**config.mk**
```make
export PLATFORM = sky130hd
export DESIGN_NAME = pcileech_bar_rd_initiator_flat
export DESIGN_NICKNAME = d
export VERILOG_FILES = /design/src/rtl/pcileech_bar_rd_initiator_if.sv /design/src/rtl/pcileech_bar_rd_initiator.sv /design/src/flat_wrapper.sv
export SDC_FILE = /design/constraint.sdc
export NUM_CORES = 1
export LEC_CHECK = 0
export ABC_AREA = 1
export BUFFER_PORTS_ARGS = -buffer_cell sky130_fd_sc_hd__buf_4
export CAP_MARGIN = 0
export CORE_AREA = 2 2 170 172
export CTS_CLUSTER_SIZE = 24
export DETAILED_ROUTE_END_ITERATION = 10
export DIE_AREA = 0 0 172 174
export GPL_ROUTABILITY_DRIVEN = 0
export SETUP_SLACK_MARGIN = 0.5
export SYNTH_ARGS = -nofsm -noshare
export SYNTH_HDL_FRONTEND = slang
export SYNTH_SLANG_ARGS = --single-unit
```
**constraint.sdc**
```tcl
create_clock -name clk -period 6.8 [get_ports clk]
set_clock_uncertainty 0.2 [all_clocks]
set_input_delay 0.68 -clock clk [delete_from_list [all_inputs] [get_ports clk]]
set_output_delay 0.68 -clock clk [all_outputs]
set_load 0.02 [all_outputs]
```
**src/rtl/pcileech_bar_rd_initiator_if.sv**
```systemverilog
// Command / BAR-access / result bundle for pcileech_bar_rd_initiator.
// The master modport is the initiator side; slave is the command source and BAR responder.
interface pcileech_bar_rd_initiator_if #(
  parameter int TAG_W = 8
);
  logic             cmd_valid;
  logic             cmd_ready;
  logic             cmd_we;
  logic [31:0]      cmd_addr;
  logic [3:0]       cmd_be;
  logic [31:0]      cmd_wdata;
  logic [TAG_W-1:0] cmd_tag;

  logic [31:0]      wr_addr;
  logic [3:0]       wr_be;
  logic [31:0]      wr_data;
  logic             wr_valid;

  logic [87:0]      rd_req_ctx;
  logic [31:0]      rd_req_addr;
  logic             rd_req_valid;

  logic [87:0]      rd_rsp_ctx;
  logic [31:0]      rd_rsp_data;
  logic             rd_rsp_valid;

  logic             res_valid;
  logic             res_ready;
  logic [31:0]      res_data;
  logic [TAG_W-1:0] res_tag;
  logic             res_err;

  modport master (
    input  cmd_valid, cmd_we, cmd_addr, cmd_be, cmd_wdata, cmd_tag,
    output cmd_ready,
    output wr_addr, wr_be, wr_data, wr_valid,
    output rd_req_ctx, rd_req_addr, rd_req_valid,
    input  rd_rsp_ctx, rd_rsp_data, rd_rsp_valid,
    output res_valid, res_data, res_tag, res_err,
    input  res_ready
  );

  modport slave (
    output cmd_valid, cmd_we, cmd_addr, cmd_be, cmd_wdata, cmd_tag,
    input  cmd_ready,
    input  wr_addr, wr_be, wr_data, wr_valid,
    input  rd_req_ctx, rd_req_addr, rd_req_valid,
    output rd_rsp_ctx, rd_rsp_data, rd_rsp_valid,
    input  res_valid, res_data, res_tag, res_err,
    output res_ready
  );
endinterface

```
**src/rtl/pcileech_bar_rd_initiator.sv**
```systemverilog
// BAR access requester: one command in flight, posted writes, tagged reads with timeout.
// Optional statistics counters are enabled by defining BAR_RD_INITIATOR_STATS_EN.
module pcileech_bar_rd_initiator #(
  parameter int TIMEOUT_CYCLES = 1024,
  parameter int TAG_W          = 8
) (
  input  logic clk,
  input  logic rst,
  pcileech_bar_rd_initiator_if.master bus
`ifdef BAR_RD_INITIATOR_STATS_EN
  ,
  output logic [31:0] stat_rd_cnt,
  output logic [31:0] stat_wr_cnt,
  output logic [15:0] stat_timeout_cnt,
  output logic [15:0] stat_drop_cnt
`endif
);
  typedef enum logic [2:0] {IDLE, WR, RD_REQ, RD_WAIT, RESP} state_t;

  localparam logic [15:0] TO_LAST = 16'(TIMEOUT_CYCLES - 1);

  state_t           state_q;
  logic [7:0]       seq_q, seq_d;
  logic [15:0]      cnt_q, cnt_d;
  logic [TAG_W-1:0] tag_q;
  logic [31:0]      wr_addr_q, wr_data_q, rd_req_addr_q, res_data_q;
  logic [3:0]       wr_be_q;
  logic [87:0]      rd_req_ctx_q;
  logic             wr_valid_q, rd_req_valid_q, res_valid_q, res_err_q;
  logic [TAG_W-1:0] res_tag_q;

  logic [7:0]       tag8;
  logic [31:0]      addr_aligned;
  logic             rsp_match, timeout_hit;
  logic             unused_bits;

  assign tag8         = 8'(bus.cmd_tag);
  assign addr_aligned = {bus.cmd_addr[31:2], 2'b00};
  assign seq_d        = seq_q + 8'd1;
  assign cnt_d        = cnt_q + 16'd1;
  // The issued {seq, tag} key stays in rd_req_ctx_q until the next read is accepted.
  assign rsp_match    = bus.rd_rsp_valid && (bus.rd_rsp_ctx[15:0] == rd_req_ctx_q[15:0]);
  assign timeout_hit  = (state_q == RD_WAIT) && !rsp_match && (cnt_q == TO_LAST);
  assign unused_bits  = ^{bus.cmd_addr[1:0], bus.rd_rsp_ctx[87:16]};

  assign bus.cmd_ready    = (state_q == IDLE) && !rst;
  assign bus.wr_addr      = wr_addr_q;
  assign bus.wr_be        = wr_be_q;
  assign bus.wr_data      = wr_data_q;
  assign bus.wr_valid     = wr_valid_q;
  assign bus.rd_req_ctx   = rd_req_ctx_q;
  assign bus.rd_req_addr  = rd_req_addr_q;
  assign bus.rd_req_valid = rd_req_valid_q;
  assign bus.res_valid    = res_valid_q;
  assign bus.res_data     = res_data_q;
  assign bus.res_tag      = res_tag_q;
  assign bus.res_err      = res_err_q;

  always_ff @(posedge clk or posedge rst) begin
    if (rst) begin
      state_q        <= IDLE;
      seq_q          <= 8'h00;
      cnt_q          <= 16'h0000;
      tag_q          <= '0;
      wr_addr_q      <= 32'h0;
      wr_be_q        <= 4'h0;
      wr_data_q      <= 32'h0;
      wr_valid_q     <= 1'b0;
      rd_req_ctx_q   <= 88'h0;
      rd_req_addr_q  <= 32'h0;
      rd_req_valid_q <= 1'b0;
      res_valid_q    <= 1'b0;
      res_data_q     <= 32'h0;
      res_tag_q      <= '0;
      res_err_q      <= 1'b0;
    end else begin
      wr_valid_q     <= 1'b0;
      rd_req_valid_q <= 1'b0;
      case (state_q)
        IDLE: begin
          if (bus.cmd_valid) begin
            tag_q <= bus.cmd_tag;
            if (bus.cmd_we) begin
              wr_addr_q  <= addr_aligned;
              wr_be_q    <= bus.cmd_be;
              wr_data_q  <= bus.cmd_wdata;
              wr_valid_q <= 1'b1;
              state_q    <= WR;
            end else begin
              rd_req_addr_q  <= addr_aligned;
              rd_req_ctx_q   <= {72'h0, seq_q, tag8};
              rd_req_valid_q <= 1'b1;
              state_q        <= RD_REQ;
            end
          end
        end
        WR: state_q <= IDLE;
        RD_REQ: begin
          cnt_q   <= 16'h0000;
          seq_q   <= seq_d;
          state_q <= RD_WAIT;
        end
        RD_WAIT: begin
          cnt_q <= cnt_d;
          // A reply arriving on the timeout cycle still counts as good data.
          if (rsp_match) begin
            res_data_q  <= bus.rd_rsp_data;
            res_err_q   <= 1'b0;
            res_tag_q   <= tag_q;
            res_valid_q <= 1'b1;
            state_q     <= RESP;
          end else if (timeout_hit) begin
            res_data_q  <= 32'hFFFF_FFFF;
            res_err_q   <= 1'b1;
            res_tag_q   <= tag_q;
            res_valid_q <= 1'b1;
            state_q     <= RESP;
          end
        end
        RESP: begin
          if (bus.res_ready) begin
            res_valid_q <= 1'b0;
            state_q     <= IDLE;
          end
        end
        default: state_q <= IDLE;
      endcase
    end
  end

`ifdef BAR_RD_INITIATOR_STATS_EN
  logic rsp_dropped;
  assign rsp_dropped = bus.rd_rsp_valid && !((state_q == RD_WAIT) && rsp_match);

  always_ff @(posedge clk or posedge rst) begin
    if (rst) begin
      stat_rd_cnt      <= 32'h0;
      stat_wr_cnt      <= 32'h0;
      stat_timeout_cnt <= 16'h0;
      stat_drop_cnt    <= 16'h0;
    end else begin
      if (rd_req_valid_q) stat_rd_cnt <= stat_rd_cnt + 32'd1;
      if (wr_valid_q)     stat_wr_cnt <= stat_wr_cnt + 32'd1;
      if (timeout_hit && stat_timeout_cnt != 16'hFFFF)
        stat_timeout_cnt <= stat_timeout_cnt + 16'd1;
      if (rsp_dropped && stat_drop_cnt != 16'hFFFF)
        stat_drop_cnt <= stat_drop_cnt + 16'd1;
    end
  end
`endif
endmodule
```
**src/flat_wrapper.sv**
```systemverilog
// flat-port wrapper written by rule: the top's interface ports become plain ports
module pcileech_bar_rd_initiator_flat 
#(
  parameter int TIMEOUT_CYCLES = 1024,
  parameter int TAG_W          = 8
)
  (clk, rst, bus_cmd_valid, bus_cmd_we, bus_cmd_addr, bus_cmd_be, bus_cmd_wdata, bus_cmd_tag, bus_cmd_ready, bus_wr_addr, bus_wr_be, bus_wr_data, bus_wr_valid, bus_rd_req_ctx, bus_rd_req_addr, bus_rd_req_valid, bus_rd_rsp_ctx, bus_rd_rsp_data, bus_rd_rsp_valid, bus_res_valid, bus_res_data, bus_res_tag, bus_res_err, bus_res_ready);
  pcileech_bar_rd_initiator_if #(.TAG_W(TAG_W)) bus_i ();
  input  logic clk;
  input  logic rst;
  input wire logic [$bits(bus_i.cmd_valid)-1:0] bus_cmd_valid;
  input wire logic [$bits(bus_i.cmd_we)-1:0] bus_cmd_we;
  input wire logic [$bits(bus_i.cmd_addr)-1:0] bus_cmd_addr;
  input wire logic [$bits(bus_i.cmd_be)-1:0] bus_cmd_be;
  input wire logic [$bits(bus_i.cmd_wdata)-1:0] bus_cmd_wdata;
  input wire logic [$bits(bus_i.cmd_tag)-1:0] bus_cmd_tag;
  output wire logic [$bits(bus_i.cmd_ready)-1:0] bus_cmd_ready;
  output wire logic [$bits(bus_i.wr_addr)-1:0] bus_wr_addr;
  output wire logic [$bits(bus_i.wr_be)-1:0] bus_wr_be;
  output wire logic [$bits(bus_i.wr_data)-1:0] bus_wr_data;
  output wire logic [$bits(bus_i.wr_valid)-1:0] bus_wr_valid;
  output wire logic [$bits(bus_i.rd_req_ctx)-1:0] bus_rd_req_ctx;
  output wire logic [$bits(bus_i.rd_req_addr)-1:0] bus_rd_req_addr;
  output wire logic [$bits(bus_i.rd_req_valid)-1:0] bus_rd_req_valid;
  input wire logic [$bits(bus_i.rd_rsp_ctx)-1:0] bus_rd_rsp_ctx;
  input wire logic [$bits(bus_i.rd_rsp_data)-1:0] bus_rd_rsp_data;
  input wire logic [$bits(bus_i.rd_rsp_valid)-1:0] bus_rd_rsp_valid;
  output wire logic [$bits(bus_i.res_valid)-1:0] bus_res_valid;
  output wire logic [$bits(bus_i.res_data)-1:0] bus_res_data;
  output wire logic [$bits(bus_i.res_tag)-1:0] bus_res_tag;
  output wire logic [$bits(bus_i.res_err)-1:0] bus_res_err;
  input wire logic [$bits(bus_i.res_ready)-1:0] bus_res_ready;
  assign bus_i.cmd_valid = bus_cmd_valid;
  assign bus_i.cmd_we = bus_cmd_we;
  assign bus_i.cmd_addr = bus_cmd_addr;
  assign bus_i.cmd_be = bus_cmd_be;
  assign bus_i.cmd_wdata = bus_cmd_wdata;
  assign bus_i.cmd_tag = bus_cmd_tag;
  assign bus_cmd_ready = bus_i.cmd_ready;
  assign bus_wr_addr = bus_i.wr_addr;
  assign bus_wr_be = bus_i.wr_be;
  assign bus_wr_data = bus_i.wr_data;
  assign bus_wr_valid = bus_i.wr_valid;
  assign bus_rd_req_ctx = bus_i.rd_req_ctx;
  assign bus_rd_req_addr = bus_i.rd_req_addr;
  assign bus_rd_req_valid = bus_i.rd_req_valid;
  assign bus_i.rd_rsp_ctx = bus_rd_rsp_ctx;
  assign bus_i.rd_rsp_data = bus_rd_rsp_data;
  assign bus_i.rd_rsp_valid = bus_rd_rsp_valid;
  assign bus_res_valid = bus_i.res_valid;
  assign bus_res_data = bus_i.res_data;
  assign bus_res_tag = bus_i.res_tag;
  assign bus_res_err = bus_i.res_err;
  assign bus_i.res_ready = bus_res_ready;
  pcileech_bar_rd_initiator #(.TIMEOUT_CYCLES(TIMEOUT_CYCLES), .TAG_W(TAG_W)) u_core (.clk(clk), .rst(rst), .bus(bus_i));
endmodule
```
==> metrics.md <==
| Metric | Value |
|---|---|
| Slew Limit Headroom | 35.8% |
| Post-CTS Setup Bufs | 0 |
| Initial Utilization | a little under a third |
| Global route overflow | 0 |
| Sequential-to-total area share from yosys stat | 54.5% |
| RR Endpoint | u_core.bus.wr_addr[18] |
| # Max-Cap Violations | 0 |
| Max incr delay on CP | 0.70 ns |
| Via count of the routed design | around 7000 |
| Vias in the first global route | a little under 7000 |
| Die span in y | 174 um |
| H-tree Lvls | 4 |
| Multiplexer area fraction after synthesis | 0% |
| Io pins | around 440 |
| Worst-path cell chain | nor2_2 -> nand2_2 -> nor2_8 -> inv_2 -> nor2_4 -> inv_2 -> buf_4 -> nand2_1 -> o21ai_0 |
| Synth Warn # | 0 |
| Largest net degree at the start of global routing | around 120 |
| Overall die area | about 30000 um^2 |
| Worst slew pin tran | 0.961 ns |
| CP Class | register to register |
| CP Data Arrival Time | roughly 3.4 ns |
| Worst hold slack | slightly above 0.2 ns |
| Most used DFF post-synth | dfrtp_1 |
| Worst path bufs/invs | 3 |
| Clock tree sinks | 191 |
| Synth Area in Adders | less than 1% |
| Gr usage total | between 10% and 20% |
| Initial DRC Count | ~330 |
| Synth-to-Final Area Change | 31.5% |
| #FFs+latches synth | 191 |
| Clk buf depth | 2 |
| Synthesized area per cell | around 8.5 um^2 |
| Vias/cell | approximately 4.1 |
| Drt first pass iters | 6 |
| Drt total wl | 22600 um |
| Synth Area in Simple Gates | 21.9% |
| FMAX | approximately 300 MHz |
| PwrDens | about 380 nW/um^2 |
| Input/output buffers | ~280 |
| Skew-Pair Late Insertion Delay | approximately 0.44 ns |
| Tcrit/Tclk final | roughly half |
| HP Class | primary input to async pin |
| Final setup fails | 0 |
| XOR/XNOR share of the synthesized area | 1.10% |
| Post-route minimum period | 3.30 ns |
| Post-synthesis async set-or-reset flop share | 100% |
| Count of cells resized by post-cts repair | 0 |
| Cell mode on critical path | inv_2 |
| Peak supply drop | between 0.2 and 0.25 mV |
| Post-synthesis compound-gate area fraction | 6.58% |
| Clk Tree Root Cell | clkbuf_16 |
| Comb power frac | 37.2% |
| Clock power share | a little under a quarter |
| Crit path launch type | register |
| CP endpoint kind | register |
| Nets@finish | 1504 |
| Site Rows | 62 |
| Clock tree from TritonCTS | built |
| Crit path max-delay family | simple AND/OR/NAND/NOR gates |
| Sequential group share of total power | 39.0% |
| Switching Share | roughly two fifths |
| Final-report hold violation count | 0 |
| CTS buffer count | 17 |
| Post-DP HPWL | between 15000 and 20000 um |
| Leak pwr | about 0.0062 uW |
| Status | complete, no violations |
| Mapped cell area | between 8000 and 9000 um^2 |
| Commonest non-fill, non-tap cells in the layout | 353 x nand2_1, 287 x buf_4, 191 x dfrtp_1 |
| Maximum fanout along the worst path | 73 |
| Setup TNS | 0 ns |
| Count of final max-slew check failures | 0 |
| Die width | roughly 170 um |
| Worst reg-to-reg setup slack | ~3.5 ns |
| Int Power | around 2700 uW |
| Critical Path RT | between 6 and 7 ns |
| Initial antenna violation count | 1 |
| Most common cell after layout, fill and taps aside | nand2_1 |
| Met2 track utilization from global routing | between 20% and 30% |
| Synth Instances | 1028 |
| R2R depth | 9 |
| Critical R2R Launch | u_core.state_q[0] |
| Unique cell type count in the Yosys netlist | 36 |
| Layout cells sized above 1 | between 20% and 30% |
| # DRC | 0 |
| Busiest grt layer | met2 |
| Combinational family with the most area after synthesis | simple AND/OR/NAND/NOR gates |
| Routed Antenna Nets | 0 |
| M3 GR Usage | 7.24% |
| First-pass GRT wire length | between 30000 and 40000 um |
| Hold-fix buffers at CTS | 0 |
| CORE AREA | 28200 um^2 |
| Drt wl/cell | between 10 and 15 um |
| Worst-path clk slew | roughly 0.08 ns |
| P_sw | around 1700 uW |
| RSZ-0062 raised after global routing | false |
| Met1 Use GR | about 19% |
| Worst path slowest cell | nor2_4 |
| EDFF count, synth | 0 |
-- per-stage QoR --
| stage | utilization [%] | power (uW) | setup slack, ns | cell area (um^2) | cells |
|---|---|---|---|---|---|
| after floorplan | - | 2670 | 0.721 | 9050 | 1103 |
| after global placement | 38.7 | 3350 | 3.31 | 10900 | 1665 |
| after detailed placement | 38.7 | 3380 | 3.29 | 10900 | 1665 |
| after CTS | 40.8 | 4450 | 3.43 | 11500 | 1697 |
| after global routing | 40.8 | 4690 | 3.17 | 11500 | 1697 |
| final | 40.8 | 4380 | 3.50 | 11500 | 1698 |
-- worst reg2reg max path, stage by stage (launching register included) --
cell and delay [ns]:
dfrtp_1 0.44, nor2_2 0.16, nand2_2 0.16, nor2_8 0.19, inv_2 0.14, nor2_4 0.70
inv_2 0.44, buf_4 0.45, nand2_1 0.18, o21ai_0 0.09
-- metal layers --
layer | wire (um) | vias up | part of all wire (%)
met4 | 149 | 0 | 0.66
met3 | 2420 | 11 | 11
li1 | - | 3504 | -
met2 | 10500 | 242 | 46
met5 | 0 | - | 0
met1 | 9570 | 3280 | 42
-- worst max path at each step --
stage / cells after the start / start / slack, ns / to
final: 9 / u_core.state_q[0] / 3.50 / u_core.bus.wr_addr[18]
after global routing: 9 / u_core.state_q[0] / 3.17 / u_core.bus.wr_addr[28]
after CTS: 9 / u_core.state_q[0] / 3.43 / u_core.bus.wr_addr[21]
after detailed placement: 9 / bus_cmd_valid / 3.29 / u_core.bus.wr_addr[27]
after global placement: 9 / bus_cmd_valid / 3.31 / u_core.bus.wr_addr[19]
after floorplan: 1 / rst / 0.72 / u_core.bus.rd_req_addr[10]
-- power groups by stage --
stage | combinational [uW] | clock, uW | sequential [uW]
5_1_grt | 1800 | 1130 | 1760
2_1_floorplan | 611 | 0 | 2060
4_1_cts | 1650 | 1080 | 1710
6_report | 1630 | 1040 | 1710
3_3_place_gp | 1640 | 0 | 1710
3_5_place_dp | 1660 | 0 | 1720
-- synth_stat cells, types with 2 or more instances --
cell | n | area share (%)
a21oi_1 | 12 | 0.69
buf_1 | 2 | 0.086
buf_2 | 4 | 0.23
buf_4 | 83 | 7.1
buf_6 | 6 | 0.77
clkbuf_1 | 14 | 0.60
dfrtp_1 | 191 | 55
ha_1 | 2 | 0.29
inv_1 | 153 | 6.6
inv_2 | 5 | 0.21
nand2_1 | 353 | 15
nand2_2 | 3 | 0.21
nand3_1 | 11 | 0.63
nand3b_1 | 32 | 2.7
nand4_1 | 3 | 0.21
nor2_1 | 23 | 0.98
nor2_2 | 4 | 0.29
nor2_4 | 2 | 0.26
nor3_1 | 4 | 0.23
nor3_2 | 2 | 0.23
o21ai_0 | 79 | 4.5
o21ai_1 | 13 | 0.74
o31ai_1 | 4 | 0.34
or2_2 | 2 | 0.14
xor2_1 | 10 | 1.0
-- state kept, by name, summed over array words and instances, names as in the netlist, 3 cells and up --
name                    flops
u_core.state_q              3
u_core.bus.res_data        32
u_core.seq_q                8
u_core.bus.rd_req_addr     30
u_core.bus.wr_be            4
u_core.bus.rd_req_ctx      16
u_core.bus.wr_addr         30
u_core.cnt_q               16
u_core.bus.wr_data         32
u_core.bus.res_tag          8
u_core.tag_q                8
-- kinds of logic (layout without fill, tap and decap cells) --
logic type                 Yosys count  in the layout
adders and majority gates            2              2
and+or+nand+nor                    444            444
DFF                                191            191
buffers and inverters              268            478
other                                1             77
xor gates and xnor gates            11             11
AOI/OAI and AO/OA                  111            111
-- area by class of cell --
| class | count | area (um^2) |
|---|---|---|
| Antenna cell | 1 | 2.50 |
| Fill cell | 2911 | 16700 |
| Inverter | 159 | 604 |
| Clock inverter | 15 | 174 |
| Multi-Input combinational cell | 644 | 2910 |
| Timing Repair Buffer | 287 | 2150 |
| Tap cell | 384 | 480 |
| Sequential cell | 191 | 4780 |
| Clock buffer | 17 | 425 |
Power figures use the tool's default switching activity.
